$ cat src/rtl/l1_frame_arbiter.sv
// l1_frame_arbiter: sequences the L1 frame RAM.
// Port A is filled by the pixel stream through a linear write counter.
// Port B is shared by two read clients through a round-robin arbiter.
// Reads are granted only while a complete frame is resident.
// Optional macro L1ARB_READ_BEHIND_EN also lets reads proceed during a fill.
// With that macro, a read is eligible if it targets a pixel already written.
//
// Read handshake: rdN_req is held until granted. rdN_gnt is combinational,
// in the same cycle as the request. rdN_valid rises exactly one cycle after
// the grant, and rd_data then carries the RAM's registered port-B output.
module l1_frame_arbiter #(
    parameter int ADDR_W       = 19,
    parameter int DATA_W       = 8,
    parameter int FRAME_PIXELS = 307200
) (
    input  logic              clock,
    input  logic              reset,
    input  logic              pix_valid,
    input  logic              pix_sof,
    input  logic [DATA_W-1:0] pix_data,
    output logic              frame_ready,
    input  logic              frame_release,
    output logic              overflow,
    output logic              resync,
    input  logic              rd0_req,
    input  logic [ADDR_W-1:0] rd0_addr,
    input  logic              rd1_req,
    input  logic [ADDR_W-1:0] rd1_addr,
    output logic              rd0_gnt,
    output logic              rd1_gnt,
    output logic              rd0_valid,
    output logic              rd1_valid,
    output logic [DATA_W-1:0] rd_data,
    output logic [ADDR_W-1:0] ram_address_a,
    output logic [DATA_W-1:0] ram_data_a,
    output logic              ram_wren_a,
    output logic [ADDR_W-1:0] ram_address_b,
    output logic [DATA_W-1:0] ram_data_b,
    output logic              ram_wren_b,
    input  logic [DATA_W-1:0] ram_q_b
);

    typedef enum logic [1:0] {
        ST_IDLE = 2'd0,
        ST_FILL = 2'd1,
        ST_DONE = 2'd2
    } state_t;

    localparam logic [ADDR_W-1:0] LAST_ADDR = ADDR_W'(FRAME_PIXELS - 1);

    state_t            state, state_nxt;
    logic [ADDR_W-1:0] wr_addr, wr_addr_nxt;
    logic              rr_ptr, rr_ptr_nxt;   // 0: rd0 wins a tie, 1: rd1 wins
    logic              set_overflow, set_resync;
    logic              elig0, elig1;
    logic              behind0, behind1;

    // A full frame is resident exactly while the FSM sits in DONE
    assign frame_ready = (state == ST_DONE);
    assign ram_data_a  = pix_data;
    assign ram_data_b  = '0;
    assign ram_wren_b  = 1'b0;
    assign rd_data     = ram_q_b;

    // Fill sequencing: write strobe, write address and next state
    always_comb begin
        state_nxt     = state;
        wr_addr_nxt   = wr_addr;
        ram_wren_a    = 1'b0;
        ram_address_a = wr_addr;
        set_overflow  = 1'b0;
        set_resync    = 1'b0;
        case (state)
            ST_IDLE: begin
                if (pix_valid && pix_sof) begin
                    ram_wren_a    = 1'b1;
                    ram_address_a = '0;
                    wr_addr_nxt   = ADDR_W'(1);
                    state_nxt     = ST_FILL;
                end
            end
            ST_FILL: begin
                if (pix_valid) begin
                    ram_wren_a = 1'b1;
                    if (pix_sof) begin
                        // Camera restarted the frame: begin again from pixel 0
                        ram_address_a = '0;
                        wr_addr_nxt   = ADDR_W'(1);
                        set_resync    = 1'b1;
                    end else if (wr_addr == LAST_ADDR) begin
                        wr_addr_nxt = '0;
                        state_nxt   = ST_DONE;
                    end else begin
                        wr_addr_nxt = wr_addr + ADDR_W'(1);
                    end
                end
            end
            ST_DONE: begin
                if (pix_valid)     set_overflow = 1'b1;
                if (frame_release) state_nxt    = ST_IDLE;
            end
            default: state_nxt = ST_IDLE;
        endcase
    end

`ifdef L1ARB_READ_BEHIND_EN
    // Streaming reads: the address must already be written this frame, and it must not collide with this cycle's write
    assign behind0 = (state == ST_FILL) && (rd0_addr < wr_addr) &&
                     !(ram_wren_a && (rd0_addr == ram_address_a));
    assign behind1 = (state == ST_FILL) && (rd1_addr < wr_addr) &&
                     !(ram_wren_a && (rd1_addr == ram_address_a));
`else
    assign behind0 = 1'b0;
    assign behind1 = 1'b0;
`endif

    assign elig0 = rd0_req && ((state == ST_DONE) || behind0);
    assign elig1 = rd1_req && ((state == ST_DONE) || behind1);

    // Round-robin grant; the pointer always moves away from the port just served
    always_comb begin
        rd0_gnt       = elig0 && (!elig1 || !rr_ptr);
        rd1_gnt       = elig1 && (!elig0 || rr_ptr);
        ram_address_b = rd1_gnt ? rd1_addr : rd0_addr;
        rr_ptr_nxt    = rr_ptr;
        if (rd0_gnt)      rr_ptr_nxt = 1'b1;
        else if (rd1_gnt) rr_ptr_nxt = 1'b0;
    end

    // State, counters, sticky flags and read-valid pipeline
    always_ff @(posedge clock) begin
        if (reset) begin
            state     <= ST_IDLE;
            wr_addr   <= '0;
            rr_ptr    <= 1'b0;
            overflow  <= 1'b0;
            resync    <= 1'b0;
            rd0_valid <= 1'b0;
            rd1_valid <= 1'b0;
        end else begin
            state     <= state_nxt;
            wr_addr   <= wr_addr_nxt;
            rr_ptr    <= rr_ptr_nxt;
            overflow  <= overflow | set_overflow;
            resync    <= resync | set_resync;
            rd0_valid <= rd0_gnt;
            rd1_valid <= rd1_gnt;
        end
    end

endmodule

$ cat config.mk
export PLATFORM = sky130hd
export DESIGN_NAME = l1_frame_arbiter
export DESIGN_NICKNAME = d
export VERILOG_FILES = /design/src/rtl/l1_frame_arbiter.sv
export SDC_FILE = /design/constraint.sdc
export NUM_CORES = 1
export LEC_CHECK = 0
export CORE_MARGIN = 4
export CORE_UTILIZATION = 35
export CTS_CLUSTER_DIAMETER = 40
export DETAILED_ROUTE_END_ITERATION = 8
export PLACE_DENSITY = 0.78
export SLEW_MARGIN = 20
export SYNTH_ARGS = -nofsm -noshare
export SYNTH_HDL_FRONTEND = slang
export SYNTH_SLANG_ARGS = --single-unit
$ cat constraint.sdc
create_clock -name clock -period 2.78 [get_ports clock]
set_input_delay 0.556 -clock clock [delete_from_list [all_inputs] [get_ports clock]]
set_output_delay 0.556 -clock clock [all_outputs]
set_load 0.05 [all_outputs]
Yosys cells after proc, flatten, opt, wreduce, memory -nomap -nowiden
Cells that the tools add are included.
- word-level logic and storage cells: 58
- bits in registers: 26
- reduce and logical (&&, ||, !) cells: 15
- bitwise operators: 2
- multiplexer cells: 25
- equal/unequal tests: 8
- add/subtract/negate cells: 1
- operator list (kind ; number):
    $mux 19 ; 8
    $pmux 19 s2 ; 2
    $add 19x1->19 const B ; 1
    $eq 19x19->1 const B ; 1
    $mux 2 ; 5
    $mux 1 ; 8
    $ne 2x2->1 const B ; 4
    $pmux 2 s3 ; 1
    $logic_and 1x1->1 ; 5
    $reduce_and 5->1 ; 1
    $reduce_bool 2->1 ; 2
    $logic_not 1->1 ; 3
    $reduce_and 3->1 ; 1
    $eq 2x1->1 const B ; 1
    $eq 2x2->1 const B ; 1
    $logic_not 2->1 ; 1
    $logic_or 1x1->1 ; 2
    $ne 2x1->1 const B ; 1
    $or 1x1->1 ; 2
    $pmux 1 s2 ; 1

Longest topological paths before layout
Gate-level depths: netlist of the first run.
- word-level depth: 7
- mapped depth: 7

Least setup slack after synthesis of the first run
Ideal clock, no wire load.
- path kind: flip-flop to output port
- start: register state[1]
- end: output ram_address_b[10]
- arrival time: 2.251 ns
- stages on the path, launching flop included: 7
- setup slack: -0.027 ns
- cell sequence: dfxtp_1 -> nor2b_1 -> clkbuf_1 -> nand2_1 -> a21oi_1 -> buf_2 -> mux2_2
- longest elaborated chain between the ends: 6
- elaborated cells on any way between the ends: 7
- those cells by class: eq/ne: 1; mux: 1; reduce/logical: 5
- RTL lines (item ; line ; RTL):
    start, declared ; 51 ; state_t state, state_nxt;
    start signal, assigned ; 141 ; state <= state_nxt;
    $eq 2x2->1 (*) ; n/a ;
    net frame_ready ; 21 ; output logic frame_ready,
    $logic_and 1x1->1 ; 117 ; assign elig0 = rd0_req && ((state == ST_DONE) || behind0);
    $logic_not 1->1 ; 123 ; rd1_gnt = elig1 && (!elig0 || rr_ptr);
    $logic_or 1x1->1 ; 123 ;
    $logic_and 1x1->1 (*) ; 123 ;
    net rd1_gnt ; 30 ; output logic rd1_gnt,
    $mux 19 (*) ; 124 ; ram_address_b = rd1_gnt ? rd1_addr : rd0_addr;
    end, declared ; 37 ; output logic [ADDR_W-1:0] ram_address_b,
Mark *: on every way through the listed nets, which the timed path passes. The rest lies on a longest branch.

Final worst setup path of the first run
- start: input rd1_req
- end: output ram_address_b[1]
- longest elaborated chain between the ends: 3
- RTL lines (item ; line ; RTL):
    start, declared ; 27 ; input logic rd1_req,
    $logic_and 1x1->1 ; 118 ; assign elig1 = rd1_req && ((state == ST_DONE) || behind1);
    $logic_and 1x1->1 ; 123 ;
    $mux 19 ; 124 ;
No other way between the ends.

==> impl_metrics.json, run 1 <==
{
  "cts_hold_buf": 0,
  "synth_top_area_share_pct": 28.2,
  "p_comb_share_pct": 25.8,
  "rr_endpoint": "wr_addr[13]",
  "rows": 26,
  "drt-total-wl_microns": 5230,
  "tightest_slew_ps": 525,
  "die-area_sq_um": 6490,
  "post-dp-hpwl_microns": 4190,
  "diodes": 0,
  "rsz0062_at_grt": "no",
  "cellPowerDensity_nw_per_um2": 348,
  "clkPwrFrac_pct": 33.7,
  "grt_usage_pct": 15.8,
  "worstPathRequired_ps": 2220,
  "io_buffers": 90,
  "io_pins": 132,
  "placed_cell_area_sq_um": 2640,
  "worstSkewPairLatency_ps": 280,
  "cts_root_buffer": "clkbuf_8",
  "worstSetupPathType": "in -> out",
  "ys_top_cells_by_count": "dfxtp_1, buf_4, and2_1",
  "ys_ff_latch": 26,
  "die_w_microns": 80.6,
  "yosysUniqueCellTypes": 39,
  "ctsLongestPathBuffers": 2,
  "clock_skew_ps": 4.68,
  "reg2reg_slack_ps": 720,
  "postRouteAntennaNets": 0,
  "cts_made_buffers": 3,
  "status": "complete, no violations",
  "dr.pass1.iters": 4,
  "fp.dieH_microns": 80.6,
  "slew-limit-headroom_pct": 64.9,
  "yosysSeqAreaShare_pct": 28.2,
  "endpoint": "ram_address_b[1]",
  "grt_start_max_net_pins": 19,
  "async_flop_share_pct": 0,
  "leakage_nw": 1.03,
  "crit_fanout": 16,
  "synth_top_area_cell": "dfxtp_1",
  "synth.most_common_cell": "dfxtp_1",
  "postSynthAreaPerCell_sq_um": 8.38,
  "worst_setup_path_end_kind": "output port",
  "p_int_w": 0.000671,
  "ir_worst_vdd_v": 0.000211,
  "fin_nets": 355,
  "core_area_sq_um": 5110,
  "max_freq_mhz": 383,
  "cp-start-kind": "input port",
  "hold_viol_final": 0,
  "seq_power_share_pct": 40.5,
  "p_sw_w": 0.000273,
  "area_delta_synth_final_pct": 47.3,
  "cts_setup_buffers": 0,
  "place.gp.congestion": 0.785,
  "max_cap_violations": 0,
  "layout_min_cycle_time_ps": 2610,
  "report.final.slew_viol_count": 0,
  "worstPathArrival_ps": 2050,
  "synth_area_sq_um": 1840,
  "cts.sinks": 26,
  "min_path_type": "reg -> reg",
  "htreeDepth": 1,
  "synth.area.top_cells": "dfxtp_1, buf_4, mux2_1, and2_1, mux2_2",
  "initial_core_util_pct": 36.1,
  "whs_ps": 485,
  "ys_warn_count": 0,
  "swShare_pct": 28.9,
  "drt_iter0_drc": 94,
  "cts_tree": "built",
  "drive_above_1_share_pct": 22.9,
  "grt-ovfl-total": 0,
  "grt_first_pass_wirelength_microns": 8150,
  "synthCells": 220,
  "wire_per_inst_microns": 14.4,
  "startpoint": "rd1_req",
  "clkSlewWorstSetupHoldPaths_ps": 90,
  "setup_violations": 0,
  "cts.repair.resized": 0,
  "vias_per_cell": 5.03,
  "r2r_cells": 6,
  "r2r_start": "wr_addr[0]",
  "num_vias": 1822,
  "synthFlopType": "dfxtp_1",
  "antenna_found_initial": 0,
  "finalCritPeriodShare_pct": 93.8,
  "drc": 0,
  "final.setup.tns_ps": 0,
  "design_area_sq_um": 2720,
  "first_global_vias": 1747,
  "synth_edf_count": 0
}
## cell families after synthesis
group                      Yosys count  share of synthesized area, %
xor gates and xnor gates             5                          2.38
and+or+nand+nor                     79                          25.9
AOI/OAI and AO/OA                   44                          15.5
buffers and inverters               43                          14.3
other                                1                         0.203
muxes                               21                          12.7
adders and majority gates            1                         0.679
DFF                                 26                          28.2
## layout by cell type, fill, tap and decap left out, types with 8 or more instances in the layout
cell type / instances
clkdlybuf4s50_1: 49
nand2_1: 8
a21oi_1: 11
dfxtp_1: 26
mux2_2: 8
and2_1: 18
buf_4: 45
mux2_1: 11
conb_1: 9
a22oi_1: 11
## routing by layer
| layer | routed length, microns | vias up | GRT usage [%] |
|---|---|---|---|
| met5 | 0 | - | 0 |
| met4 | 73 | 0 | 3.72 |
| met3 | 343 | 9 | 3.36 |
| met2 | 2640 | 48 | 28.8 |
| met1 | 2170 | 856 | 18.6 |
| li1 | - | 909 | - |
## state kept, by name (all words and copies together), names as in the netlist
| register | count |
|---|---|
| rr_ptr | 1 |
| overflow | 1 |
| rd1_valid | 1 |
| state | 2 |
| resync | 1 |
| rd0_valid | 1 |
| wr_addr | 19 |
## critical path, stage by stage
cell	delay (ps)
clkdlybuf4s50_1	510
nand2_1	70
a21oi_2	180
buf_12	180
mux2_1	350
buf_4	200
## how the worst min path moves through the flow
stage | to | from | cells past startpoint
3_3_place_gp | resync | resync | 2
4_1_cts | resync | resync | 2
2_1_floorplan | state[0] | state[1] | 1
3_5_place_dp | resync | resync | 2
6_report | overflow | overflow | 2
5_1_grt | overflow | overflow | 2
## power by group through the flow
| stage | logic, W | clock network [W] | registers, W |
|---|---|---|---|
| finish | 0.000244 | 0.000318 | 0.000382 |
| floorplan | 0.000205 | 0 | 0.000391 |
| CTS | 0.000245 | 0.000320 | 0.000382 |
| global placement | 0.000241 | 0 | 0.000390 |
| detailed placement | 0.000243 | 0 | 0.000391 |
| global route | 0.000258 | 0.000343 | 0.000383 |
## layout make-up
class	count	area [sq um]
Inverter	4	15.0
Clock inverter	1	30.0
Multi-Input combinational cell	159	1090
Clock buffer	3	41.3
Timing Repair Buffer	99	928
Sequential cell	26	520
Tap cell	70	87.6
Fill cell	487	2390
## per-stage QoR
| stage | worst slack [ps] | power, W | util [%] | cells |
|---|---|---|---|---|
| final | 171 | 0.000944 | 53.2 | 362 |
| after global routing | 82.5 | 0.000984 | 53.2 | 362 |
| after CTS | 173 | 0.000947 | 53.2 | 362 |
| after detailed placement | 183 | 0.000634 | 51.8 | 358 |
| after global placement | 189 | 0.000631 | 51.8 | 358 |
| after floorplan | 253 | 0.000596 | - | 228 |
Note: power is estimated with default switching activity, not from simulation.
==> run 2: changes to the inputs <==
- CAP_MARGIN: unset -> 0
- TNS_END_PERCENT: unset -> 10
==> results of run 2 <==
Same layout as run 1: the final DEF is identical, and so are final timing and power.
==> run 3: changes to the inputs <==
--- a/config.mk
+++ b/config.mk
@@ -8,8 +8,9 @@
 export CAP_MARGIN = 0
 export CORE_MARGIN = 4
-export CORE_UTILIZATION = 35
+export CORE_UTILIZATION = 36
+export CTS_BUF_LIST = sky130_fd_sc_hd__clkbuf_8
 export CTS_CLUSTER_DIAMETER = 40
 export DETAILED_ROUTE_END_ITERATION = 8
-export PLACE_DENSITY = 0.78
+export PLACE_DENSITY = 0.8
 export SLEW_MARGIN = 20
 export SYNTH_ARGS = -nofsm -noshare
==> constraint.sdc (replaced) <==
create_clock -name clock -period 2.78 [get_ports clock]
set_input_delay 0.556 -clock clock [delete_from_list [all_inputs] [get_ports clock]]
set_output_delay 0.556 -clock clock [all_outputs]
set_load 0.1 [all_outputs]
==> run 3 against run 2 <==
Effect of this change:
- highest routed layer unchanged
- first-iteration DRC count up 30%
- worst hold slack better by 4.1 ps
- largest cell class is now buffers
- largest power group is now combinational cells
- global-route usage up 1.4 points
==> impl_metrics.json, run 3 (synthesis gave the netlist of run 1 again) <==
{
  "diodes": 0,
  "ir_worst_vdd_v": 0.000186,
  "largest_reg_flops": 19,
  "grt_first_pass_wirelength_microns": 8550,
  "grt-ovfl-total": 0,
  "die_w_microns": 79.6,
  "cp_slowest_stage_delay_ps": 520,
  "min_path_type": "reg -> reg",
  "largestRegisters": "wr_addr x19, state x2",
  "final.setup.tns_ps": 0,
  "io_buffers": 90,
  "final_common_cell": "clkdlybuf4s50_1",
  "worstPathArrival_ps": 2140,
  "final_cells": 360,
  "place_inst": 356,
  "die-area_sq_um": 6330,
  "worstSetupPathType": "in -> out",
  "max_freq_mhz": 371,
  "path_delay_family": "buffers and inverters",
  "cellPowerDensity_nw_per_um2": 322,
  "drc": 0,
  "worst_setup_path_end_kind": "output port",
  "top_register": "wr_addr",
  "post-dp-hpwl_microns": 4670,
  "cts_hold_buf": 0,
  "multi_input_area_sq_um": 1100,
  "layout_min_cycle_time_ps": 2690,
  "cts_made_buffers": 3,
  "clkSlewWorstSetupHoldPaths_ps": 80,
  "cts.sinks": 26,
  "first_global_vias": 1777,
  "cts_root_buffer": "clkbuf_8",
  "post-route-util_pct": 65.1,
  "wire_per_inst_microns": 15.6,
  "antenna_found_initial": 0,
  "crit_path_cell_trace": "clkdlybuf4s50_1, nand2_1, a21oi_2, buf_4, mux2_2, buf_12",
  "finalCritPeriodShare_pct": 96.8,
  "cts_tree": "built",
  "hold_viol_final": 0,
  "layout_common_cells": "clkdlybuf4s50_1, buf_12, dfxtp_1, and2_1, buf_4",
  "drt_iter0_drc": 122,
  "worstPathRequired_ps": 2220,
  "cts_setup_buffers": 0,
  "setup_violations": 0,
  "htreeDepth": 1,
  "grt_usage_pct": 17.2,
  "leakage_nw": 1.17,
  "dr.pass1.iters": 4,
  "crit_fanout": 9,
  "fp.dieH_microns": 79.6,
  "nFillCells": 378,
  "core_area_sq_um": 4850,
  "initial_core_util_pct": 38.0,
  "reg2reg_slack_ps": 700,
  "crit_buf_inv": 3,
  "postRouteAntennaNets": 0,
  "num_vias": 1845,
  "fin_total_pwr_w": 0.00102,
  "drt-total-wl_microns": 5620,
  "drive_above_1_share_pct": 25.6,
  "regArea_sq_um": 520,
  "report.final.slew_viol_count": 0,
  "clock_skew_ps": 7.28,
  "ctsLongestPathBuffers": 2,
  "rows": 25,
  "status": "complete, no violations",
  "area_delta_synth_final_pct": 71.3,
  "grt_start_max_net_pins": 19,
  "fin_nets": 356,
  "vias_per_cell": 5.13,
  "crit_slowest_cell": "clkdlybuf4s50_1",
  "cp-start-kind": "input port",
  "cts.repair.resized": 0,
  "whs_ps": 490,
  "rsz0062_at_grt": "no",
  "max_cap_violations": 0,
  "place.gp.congestion": 0.788,
  "worstSkewPairLatency_ps": 270,
  "io_pins": 132
}
[run 3: report_power, final]
group / switching [W] / internal (W) / total, W
clock network: 0.000116 / 0.000127 / 0.000242
registers: 0.00000602 / 0.000376 / 0.000382
logic: 0.000246 / 0.000144 / 0.000391
[run 3: worst paths after layout]
kind | from | endpoint | cells after the start
setup / recovery | rd1_req | ram_address_b[10] | 6
hold / removal | resync | resync | 2
hold reg to reg | resync | resync | 2
setup reg to reg | wr_addr[0] | wr_addr[18] | 5
[run 3: layout make-up]
class | instances | area share [%]
inverters | 4 | 0.476
repair buffers | 100 | 43.9
multi-input cells | 159 | 34.7
flip-flops and latches | 26 | 16.5
clock buffers | 4 | 1.74
well taps | 67 | 2.66
[run 3: stage by stage]
step                      setup WS, ps  cell area (sq um)
after global routing              57.8               3160
after floorplan                   32.1               1880
after global placement             156               3100
after detailed placement          91.7               3100
final                             88.0               3160
after CTS                         88.0               3160
[run 3: worst register-to-register path, delay by kind of cell (launching register included)]
kind                     cells  cell delay (ps)
AND/OR/NAND/NOR              3             1190
adder cells (fa/ha/maj)      1              210
AO/OA/AOI/OAI                1              170
flip-flops                   1              450
[run 3: routing by layer]
layer	wire length, microns	part of all wire (%)	vias to the layer above	global-route usage (%)
met3	477	8.5	13	5.30
li1	-	-	907	-
met4	113	2.0	0	6.36
met1	2000	36	849	18.2
met2	3030	54	76	31.6
met5	0	0	-	0
